===== src/rtl/sram_byte_reader_if.sv =====
// Interface bundling the request, SRAM read port and byte-stream handshake of
// sram_byte_reader. The slave side is the reader itself; the master side is
// whatever drives requests, models the SRAM and consumes bytes.
interface sram_byte_reader_if #(
  parameter int ADDR_W = 10,
  parameter int CNT_W  = 10
);
  // Request side
  logic              start;
  logic [ADDR_W-1:0] base_addr;
  logic [CNT_W-1:0]  num_words;
  // SRAM read port
  logic              sram_rd_en;
  logic [ADDR_W-1:0] sram_raddr;
  logic [127:0]      sram_rdata;
  // Byte stream to the consumer
  logic              out_valid;
  logic              out_ready;
  logic [7:0]        out_byte;
  logic [3:0]        out_offset;
  // Status
  logic              busy;
  logic              done;

  modport slave (
    input  start, base_addr, num_words, sram_rdata, out_ready,
    output sram_rd_en, sram_raddr, out_valid, out_byte, out_offset, busy, done
  );

  modport master (
    output start, base_addr, num_words, sram_rdata, out_ready,
    input  sram_rd_en, sram_raddr, out_valid, out_byte, out_offset, busy, done
  );
endinterface


===== src/rtl/sram_byte_reader.sv =====
// Fetches 128-bit words from the activation SRAM and emits each one as 16
// bytes in position-offset order, using the same offset-to-lane shuffle as the
// byte-lane write path. One byte per valid/ready handshake.
module sram_byte_reader #(
  parameter int ADDR_W = 10,
  parameter int CNT_W  = 10
) (
  input  logic                  clk,
  input  logic                  rst,
  sram_byte_reader_if.slave     bus
);

  typedef enum logic [2:0] {
    IDLE  = 3'd0,
    REQ   = 3'd1,
    WAIT  = 3'd2,
    DRAIN = 3'd3,
    FIN   = 3'd4
  } state_t;

  state_t            state_reg;
  state_t            state_next;
  logic              rd_en_reg;
  logic [ADDR_W-1:0] addr_reg;
  logic [CNT_W-1:0]  remain_reg;
  logic [127:0]      word_reg;
  logic [3:0]        offset_reg;

  logic              last_accept;
  logic [3:0]        lane_sel;
  logic [7:0]        lane_bytes [16];

  // Byte accepted at the final offset of the current word
  assign last_accept = (state_reg == DRAIN) && bus.out_ready && (offset_reg == 4'd15);

  // State register
  always_ff @(posedge clk or posedge rst) begin
    if (rst) begin
      state_reg <= IDLE;
    end else begin
      state_reg <= state_next;
    end
  end

  // Next-state decode; start is only looked at in IDLE so a busy reader ignores it
  always_comb begin
    state_next = state_reg;
    case (state_reg)
      IDLE: begin
        if (bus.start) begin
          state_next = (bus.num_words == '0) ? FIN : REQ;
        end
      end
      REQ:   state_next = WAIT;
      WAIT:  state_next = DRAIN;
      DRAIN: begin
        if (last_accept) begin
          state_next = (remain_reg != '0) ? REQ : FIN;
        end
      end
      FIN:     state_next = IDLE;
      default: state_next = IDLE;
    endcase
  end

  // Datapath: request latch, read strobe, word capture and offset stepping
  always_ff @(posedge clk or posedge rst) begin
    if (rst) begin
      rd_en_reg  <= 1'b0;
      addr_reg   <= '0;
      remain_reg <= '0;
      word_reg   <= '0;
      offset_reg <= '0;
    end else begin
      // Read enable is registered straight from the upcoming state so it is
      // high for exactly the single REQ cycle.
      rd_en_reg <= (state_next == REQ);
      case (state_reg)
        IDLE: begin
          if (bus.start) begin
            addr_reg   <= bus.base_addr;
            remain_reg <= bus.num_words;
          end
        end
        WAIT: begin
          // rdata is valid now, one cycle after the REQ strobe
          word_reg   <= bus.sram_rdata;
          offset_reg <= '0;
          addr_reg   <= addr_reg + ADDR_W'(1);
          remain_reg <= remain_reg - CNT_W'(1);
        end
        DRAIN: begin
          // Wraps 15 -> 0 on the last accept, which is harmless since WAIT reloads it
          if (bus.out_ready) begin
            offset_reg <= offset_reg + 4'd1;
          end
        end
        default: ;
      endcase
    end
  end

  // Split the word into lanes, lane 0 being the most significant byte
  for (genvar gi = 0; gi < 16; gi++) begin : g_lane
    assign lane_bytes[gi] = word_reg[127 - 8*gi -: 8];
  end

  // The offset-to-lane map is a fixed bit permutation of the offset:
  // lane = {off[2], off[0], off[3], off[1]}
  assign lane_sel = {offset_reg[2], offset_reg[0], offset_reg[3], offset_reg[1]};

  assign bus.sram_rd_en = rd_en_reg;
  assign bus.sram_raddr = addr_reg;
  assign bus.out_valid  = (state_reg == DRAIN);
  assign bus.out_offset = offset_reg;
  assign bus.out_byte   = lane_bytes[lane_sel];
  assign bus.busy       = (state_reg != IDLE);
  assign bus.done       = (state_reg == FIN);

endmodule


===== src/flat_wrapper.sv =====
// flat-port wrapper written by rule: the top's interface ports become plain ports
module sram_byte_reader_flat 
#(
  parameter int ADDR_W = 10,
  parameter int CNT_W  = 10
)
  (clk, rst, bus_start, bus_base_addr, bus_num_words, bus_sram_rdata, bus_out_ready, bus_sram_rd_en, bus_sram_raddr, bus_out_valid, bus_out_byte, bus_out_offset, bus_busy, bus_done);
  sram_byte_reader_if #(.ADDR_W(ADDR_W), .CNT_W(CNT_W)) bus_i ();
  input  logic clk;
  input  logic rst;
  input wire logic [$bits(bus_i.start)-1:0] bus_start;
  input wire logic [$bits(bus_i.base_addr)-1:0] bus_base_addr;
  input wire logic [$bits(bus_i.num_words)-1:0] bus_num_words;
  input wire logic [$bits(bus_i.sram_rdata)-1:0] bus_sram_rdata;
  input wire logic [$bits(bus_i.out_ready)-1:0] bus_out_ready;
  output wire logic [$bits(bus_i.sram_rd_en)-1:0] bus_sram_rd_en;
  output wire logic [$bits(bus_i.sram_raddr)-1:0] bus_sram_raddr;
  output wire logic [$bits(bus_i.out_valid)-1:0] bus_out_valid;
  output wire logic [$bits(bus_i.out_byte)-1:0] bus_out_byte;
  output wire logic [$bits(bus_i.out_offset)-1:0] bus_out_offset;
  output wire logic [$bits(bus_i.busy)-1:0] bus_busy;
  output wire logic [$bits(bus_i.done)-1:0] bus_done;
  assign bus_i.start = bus_start;
  assign bus_i.base_addr = bus_base_addr;
  assign bus_i.num_words = bus_num_words;
  assign bus_i.sram_rdata = bus_sram_rdata;
  assign bus_i.out_ready = bus_out_ready;
  assign bus_sram_rd_en = bus_i.sram_rd_en;
  assign bus_sram_raddr = bus_i.sram_raddr;
  assign bus_out_valid = bus_i.out_valid;
  assign bus_out_byte = bus_i.out_byte;
  assign bus_out_offset = bus_i.out_offset;
  assign bus_busy = bus_i.busy;
  assign bus_done = bus_i.done;
  sram_byte_reader #(.ADDR_W(ADDR_W), .CNT_W(CNT_W)) u_core (.clk(clk), .rst(rst), .bus(bus_i));
endmodule

===== config.mk =====
export PLATFORM = sky130hd
export DESIGN_NAME = sram_byte_reader_flat
export DESIGN_NICKNAME = d
export VERILOG_FILES = /design/src/rtl/sram_byte_reader_if.sv /design/src/rtl/sram_byte_reader.sv /design/src/flat_wrapper.sv
export SDC_FILE = /design/constraint.sdc
export NUM_CORES = 1
export LEC_CHECK = 0
export ABC_AREA = 0
export CORE_UTILIZATION = 34
export CTS_CLUSTER_DIAMETER = 120
export DETAILED_ROUTE_END_ITERATION = 8
export HOLD_SLACK_MARGIN = 0.05
export RECOVER_POWER = 25
export SETUP_SLACK_MARGIN = 0.05
export SLEW_MARGIN = 20
export SYNTH_ARGS = -nofsm -noshare
export SYNTH_HDL_FRONTEND = slang
export SYNTH_SLANG_ARGS = --single-unit

===== constraint.sdc =====
create_clock -name clk -period 7 [get_ports clk]
set_input_delay 1.05 -clock clk [delete_from_list [all_inputs] [get_ports clk]]
set_output_delay 1.05 -clock clk [all_outputs]
set_load 0.05 [all_outputs]

Word level (Yosys, flattened, before mapping):

Index checks and enable logic that the tools add are counted.

* register bits: 156
* latch bits: 0
* bits in writable memories: 0
* memory bits (read-only): 0
* input port bits: 152
* output and inout port bits: 26
* logic and storage cells: 43
* memories: 0

* add/subtract/negate cells: 3
* multiply operators: 0
* div/mod/pow operators: 0
* $lt $le $gt $ge: 1
* equality and inequality tests: 8
* shift operators: 0
* mux-type cells: 14
* bitwise logic cells: 1
* reduce and logical (&&, ||, !) cells: 10

Operator list (count)
* 10-bit one-hot mux with 2 select lines: 2
* 8-bit binary-select mux with 4-bit select: 1
* 10-bit two-way mux: 2
* 8-bit two-way mux: 2
* 3-bit two-way mux: 4
* 3-bit one-hot mux with 4 select lines: 1
* 10-bit by 1-bit adder with 10-bit output, second input constant: 1
* 10-bit logical NOT: 1
* 10-bit nonzero test: 1
* 10-bit by 1-bit subtractor with 10-bit output, second input constant: 1
* 4-bit one-hot mux with 2 select lines: 1
* 3-bit by 1-bit == test with 1-bit output, second input constant: 2
* 3-bit by 2-bit == test with 1-bit output, second input constant: 2
* 5-bit greater-or-equal comparator, second input constant: 1
* 4-bit NOT with 5-bit output: 1
* 4-bit by 1-bit adder with 4-bit output, second input constant: 1
* 4-bit == test, second input constant: 1
* 4-bit two-way mux: 1
* 2-bit inequality test, second input constant: 2
* 2-bit AND reduction: 2
* 2-bit nonzero test: 2
* 3-bit == test, second input constant: 1
* 3-bit logical NOT: 1
* 3-bit nonzero test: 1
* 1-bit logical AND: 2

Logic depth before layout (Yosys ltp):

* depth in word-level cells: 6
* depth in mapped cells: 6

Worst setup path before layout:

Ideal clock, no wire load.

* path kind: register to output
* from: register u_core.offset_reg[1], in the netlist u_core.bus.out_offset[1]
* to: output port bus_out_byte[3]
* arrival time: 2.235 ns
* setup slack: 3.715 ns
* cell stages (with the launch flop): 6
* cells stage by stage: dfrtp_1 buf_2 buf_2 mux4_2 a22oi_1 nand2_1

* longest elaborated chain between the ends: 4

Ends and longest elaborated chain
* start: declaration: line sram_byte_reader.sv:27 `logic [3:0] offset_reg;`
* start signal: assignment: line sram_byte_reader.sv:95 `offset_reg <= offset_reg + 4'd1;`
* 4-bit NOT with 5-bit output (implied by the code): line sram_byte_reader.sv:116 `assign bus.out_byte = lane_bytes[lane_sel];`
* 8-bit binary-select mux with 4-bit select: line sram_byte_reader.sv:116
* 8-bit two-way mux (implied by the code) (2 in series): line sram_byte_reader.sv:116
* end: declaration: line flat_wrapper.sv:19 `output wire logic [$bits(bus_i.out_byte)-1:0] bus_out_byte;`

No other way between the ends. The select of a mux whose other input is x is not followed.

==> metrics.md <==
| Metric | Value |
|---|---|
| Status | finished, violations left |
| Failing checks | capacitance limit, slew limit |
| Number of global-route vias before repair | 5,873 |
| DP Wirelength | 15.41 mm |
| Hold Fails Final Rpt | 0 |
| Clock Tree Buf Depth | 2 |
| Routability cong. | 0.8395 |
| GR Util All Layers | 20.19% |
| CTS clk-pin slew, worst paths | 0.06 ns |
| Via count | 5,961 |
| Slew HR | -169.5% |
| Max FFs per register | 128 |
| Die extent in x | 147.4 um |
| Pleak | 4.520 nW |
| Commonest non-fill, non-tap cell in the layout | nand2_1 |
| Critical path class | in2async |
| Rows | 52 |
| Share of cells above drive strength 1 | 8.522% |
| Hold path startpoint | u_core.lane_bytes[31]$_DFFE_PP0N_ |
| Crit path max fanout | 92 |
| CP endpoint kind | asynchronous set/reset pin |
| Pwr per Cell Area | 477.6 nW/um^2 |
| Post-route ant nets | 0 |
| CP bufs+invs | 2 |
| # setup viols final | 0 |
| Via density | 4.980 |
| Crit start category | input port |
| RSZ-0062 raised after global routing | false |
| FF+latch count, synth | 156 |
| IO Port Bufs | 177 |
| Hold Slack | 0.4731 ns |
| Critical R2R Capture | u_core.remain_reg[7]$_DFFE_PP0P_ |
| WHS Path Cells | 2 |
| Clock Skews | 0.01040 ns |
| Largest net degree at the start of global routing | 93 |
| Area occupied by multi-input gates | 3072 sq um |
| Router iterations before antenna repair | 5 |
| Cts bufs inserted | 17 |
| HP Class | reg2reg |
| GR Overflow Total | 0 |
| Min Tclk post-route | 4.468 ns |
| Worst Tran Pin Value | 4.020 ns |
| Max VDD drop | 389.1 uV |
| First-pass GRT wire length | 33.00 mm |
| Slowest stage delay, CP | 2.25 ns |
| Synth unique cells | 47 |
| Die ar. | 21,710 sq um |
| # clock sinks | 156 |
| Die height | 147.4 um |
| Syn Inst Count | 759 |
| Syn-to-layout area delta | 35.69% |
| CP max stage cell | clkinvlp_2 |
| Final TNS setup | 0 ns |
| Diodes inserted | 0 |
| Post_cts resized | 0 |
| Final period util | 63.83% |
| Total of max-cap violations | 3 |
| Cell family with most CP delay | buffers and inverters |
| Mapped Area | 7183 sq um |
| Final net count | 1,069 |
| Hold EP | u_core.lane_bytes[31]$_DFFE_PP0N_ |
| I/O pin cnt | 178 |
| Routed WL per cell | 17.66 um |
| Reg2Reg Setup Slack | 2.97 ns |
| Syn_nets | 914 |
| Layout fillers | 1,922 |
| H-tree depth | 4 |
| Cell Chain, Critical Path | dlygate4sd3_1 > clkinvlp_2 |
| Starting Density | 35.05% |
| Most frequent cells in the layout | 408 x nand2_1, 176 x clkdlybuf4s50_1, 154 x dfrtp_1, 32 x mux4_2 |
| Sequential area share after synthesis | 54.35% |
| Arr. time, crit path | 3.86 ns |
| Clock Tree Root | clkbuf_16 |
| WL final | 21.14 mm |
| Core box area | 20,490 sq um |
| # DRC | 0 |
| Initial antenna violation count | 0 |
| Worst Path Required | 6.40 ns |
| Slew Viols, Final | 237 |
| FF-to-FF path depth | 5 |
| YS warnings | 0 |
| CTS tree | done |
| R2r startpoint | u_core.state_reg[2]$_DFF_PP0_ |
| Starting DRT DRC Count | 479 |
| Post-CTS Setup Bufs | 0 |
| FF/Latch Area | 3909 sq um |
| Syn Area/Cell | 9.464 sq um |
| Hold Buf Count CTS | 0 |
| Clk_lat worst skew | 0.43 ns |
| FMAX | 0.2238 GHz |
[cell type report]
cell class	count	share of cell area, %
sequential	156	40.10
clock inverter	14	1.759
tap	270	3.466
multi-input combinational	553	31.51
clock buffer	18	4.506
timing repair buffer	182	18.49
inverter	4	0.1669
[per-layer routing]
metal	track usage, %	part of all wire (%)	vias to the layer above
li1	-	-	2831
met1	29.60	46	2844
met2	28.09	43	250
met3	4.907	7.9	36
met4	8.918	3.1	0
met5	0	0	-
[through the flow]
stage | total power [W] | cells | setup WS [ns] | util (%) | instance area [sq um]
after floorplan | 0.003003 | 759 | 1.743 | - | 7183
after global placement | 0.003674 | 1165 | 3.230 | 44.68 | 9156
after detailed placement | 0.003691 | 1165 | 3.179 | 44.68 | 9156
after CTS | 0.004672 | 1197 | 2.710 | 47.66 | 9767
after global routing | 0.004958 | 1197 | 1.713 | 47.56 | 9747
final | 0.004655 | 1197 | 2.532 | 47.56 | 9747
[synthesized netlist by cell type (all sizes together)]
library cell | instances | area (sq um)
a21oi | 1 | 5.000
and2 | 4 | 25.02
buf | 16 | 77.58
or4 | 1 | 11.26
mux4 | 32 | 720.7
nor3 | 4 | 25.02
nor4 | 2 | 27.53
mux2 | 1 | 11.26
clkbuf | 30 | 112.6
ha | 3 | 37.54
a211o | 1 | 8.760
nor2 | 17 | 63.81
nand4 | 3 | 18.77
a32oi | 1 | 8.760
or2 | 1 | 6.260
a221o | 3 | 30.03
a311oi | 3 | 26.28
nor2b | 2 | 12.51
a22oi | 16 | 120.1
a31oi | 2 | 12.51
o211a | 1 | 10.01
dfrtp | 156 | 3904
or3b | 1 | 8.760
a221oi | 1 | 8.760
o211ai | 11 | 82.58
nand3 | 7 | 35.03
o311ai | 3 | 26.28
a211oi | 6 | 45.04
or3 | 3 | 21.27
nor4b | 1 | 8.760
xor2 | 2 | 17.52
nand2 | 408 | 1531
and3b | 1 | 8.760
and4 | 2 | 17.52
nand4b | 2 | 23.77
and3 | 3 | 18.77
inv | 4 | 15.01
a22o | 1 | 8.760
and4b | 1 | 10.01
nor3b | 1 | 12.51
o21a | 1 | 7.510
[worst max path at each step]
| stage | from | endpoint | slack (ns) | cells after the start |
|---|---|---|---|---|
| after floorplan | rst | u_core.bus.out_offset[0]$_DFFE_PP0P_ | 1.74 | 1 |
| after global placement | u_core.bus.out_offset[1]$_DFFE_PP0P_ | bus_out_byte[1] | 3.23 | 4 |
| after detailed placement | u_core.bus.out_offset[1]$_DFFE_PP0P_ | bus_out_byte[7] | 3.18 | 4 |
| after CTS | u_core.bus.out_offset[1]$_DFFE_PP0P_ | bus_out_byte[2] | 2.71 | 4 |
| after global routing | rst | u_core.bus.out_offset[1]$_DFFE_PP0P_ | 1.71 | 2 |
| final | rst | u_core.bus.out_offset[1]$_DFFE_PP0P_ | 2.53 | 2 |
[where the power goes]
part           leakage [nW]  internal [W]  switching, W
Clock                 0.299      0.000551      0.000409
Sequential             1.89       0.00133      0.000431
Combinational          2.33      0.000831       0.00110
Total                  4.52       0.00271       0.00194
[kinds of logic after synthesis]
group | Yosys count | synth area share, %
flops | 156 | 54.35
fa+ha+maj | 3 | 0.5226
buf+inv | 50 | 2.857
xor+xnor | 2 | 0.2439
compound gates | 51 | 5.574
mux | 33 | 10.19
simple gates | 464 | 26.27
Note: power is estimated with default switching activity, not from simulation.
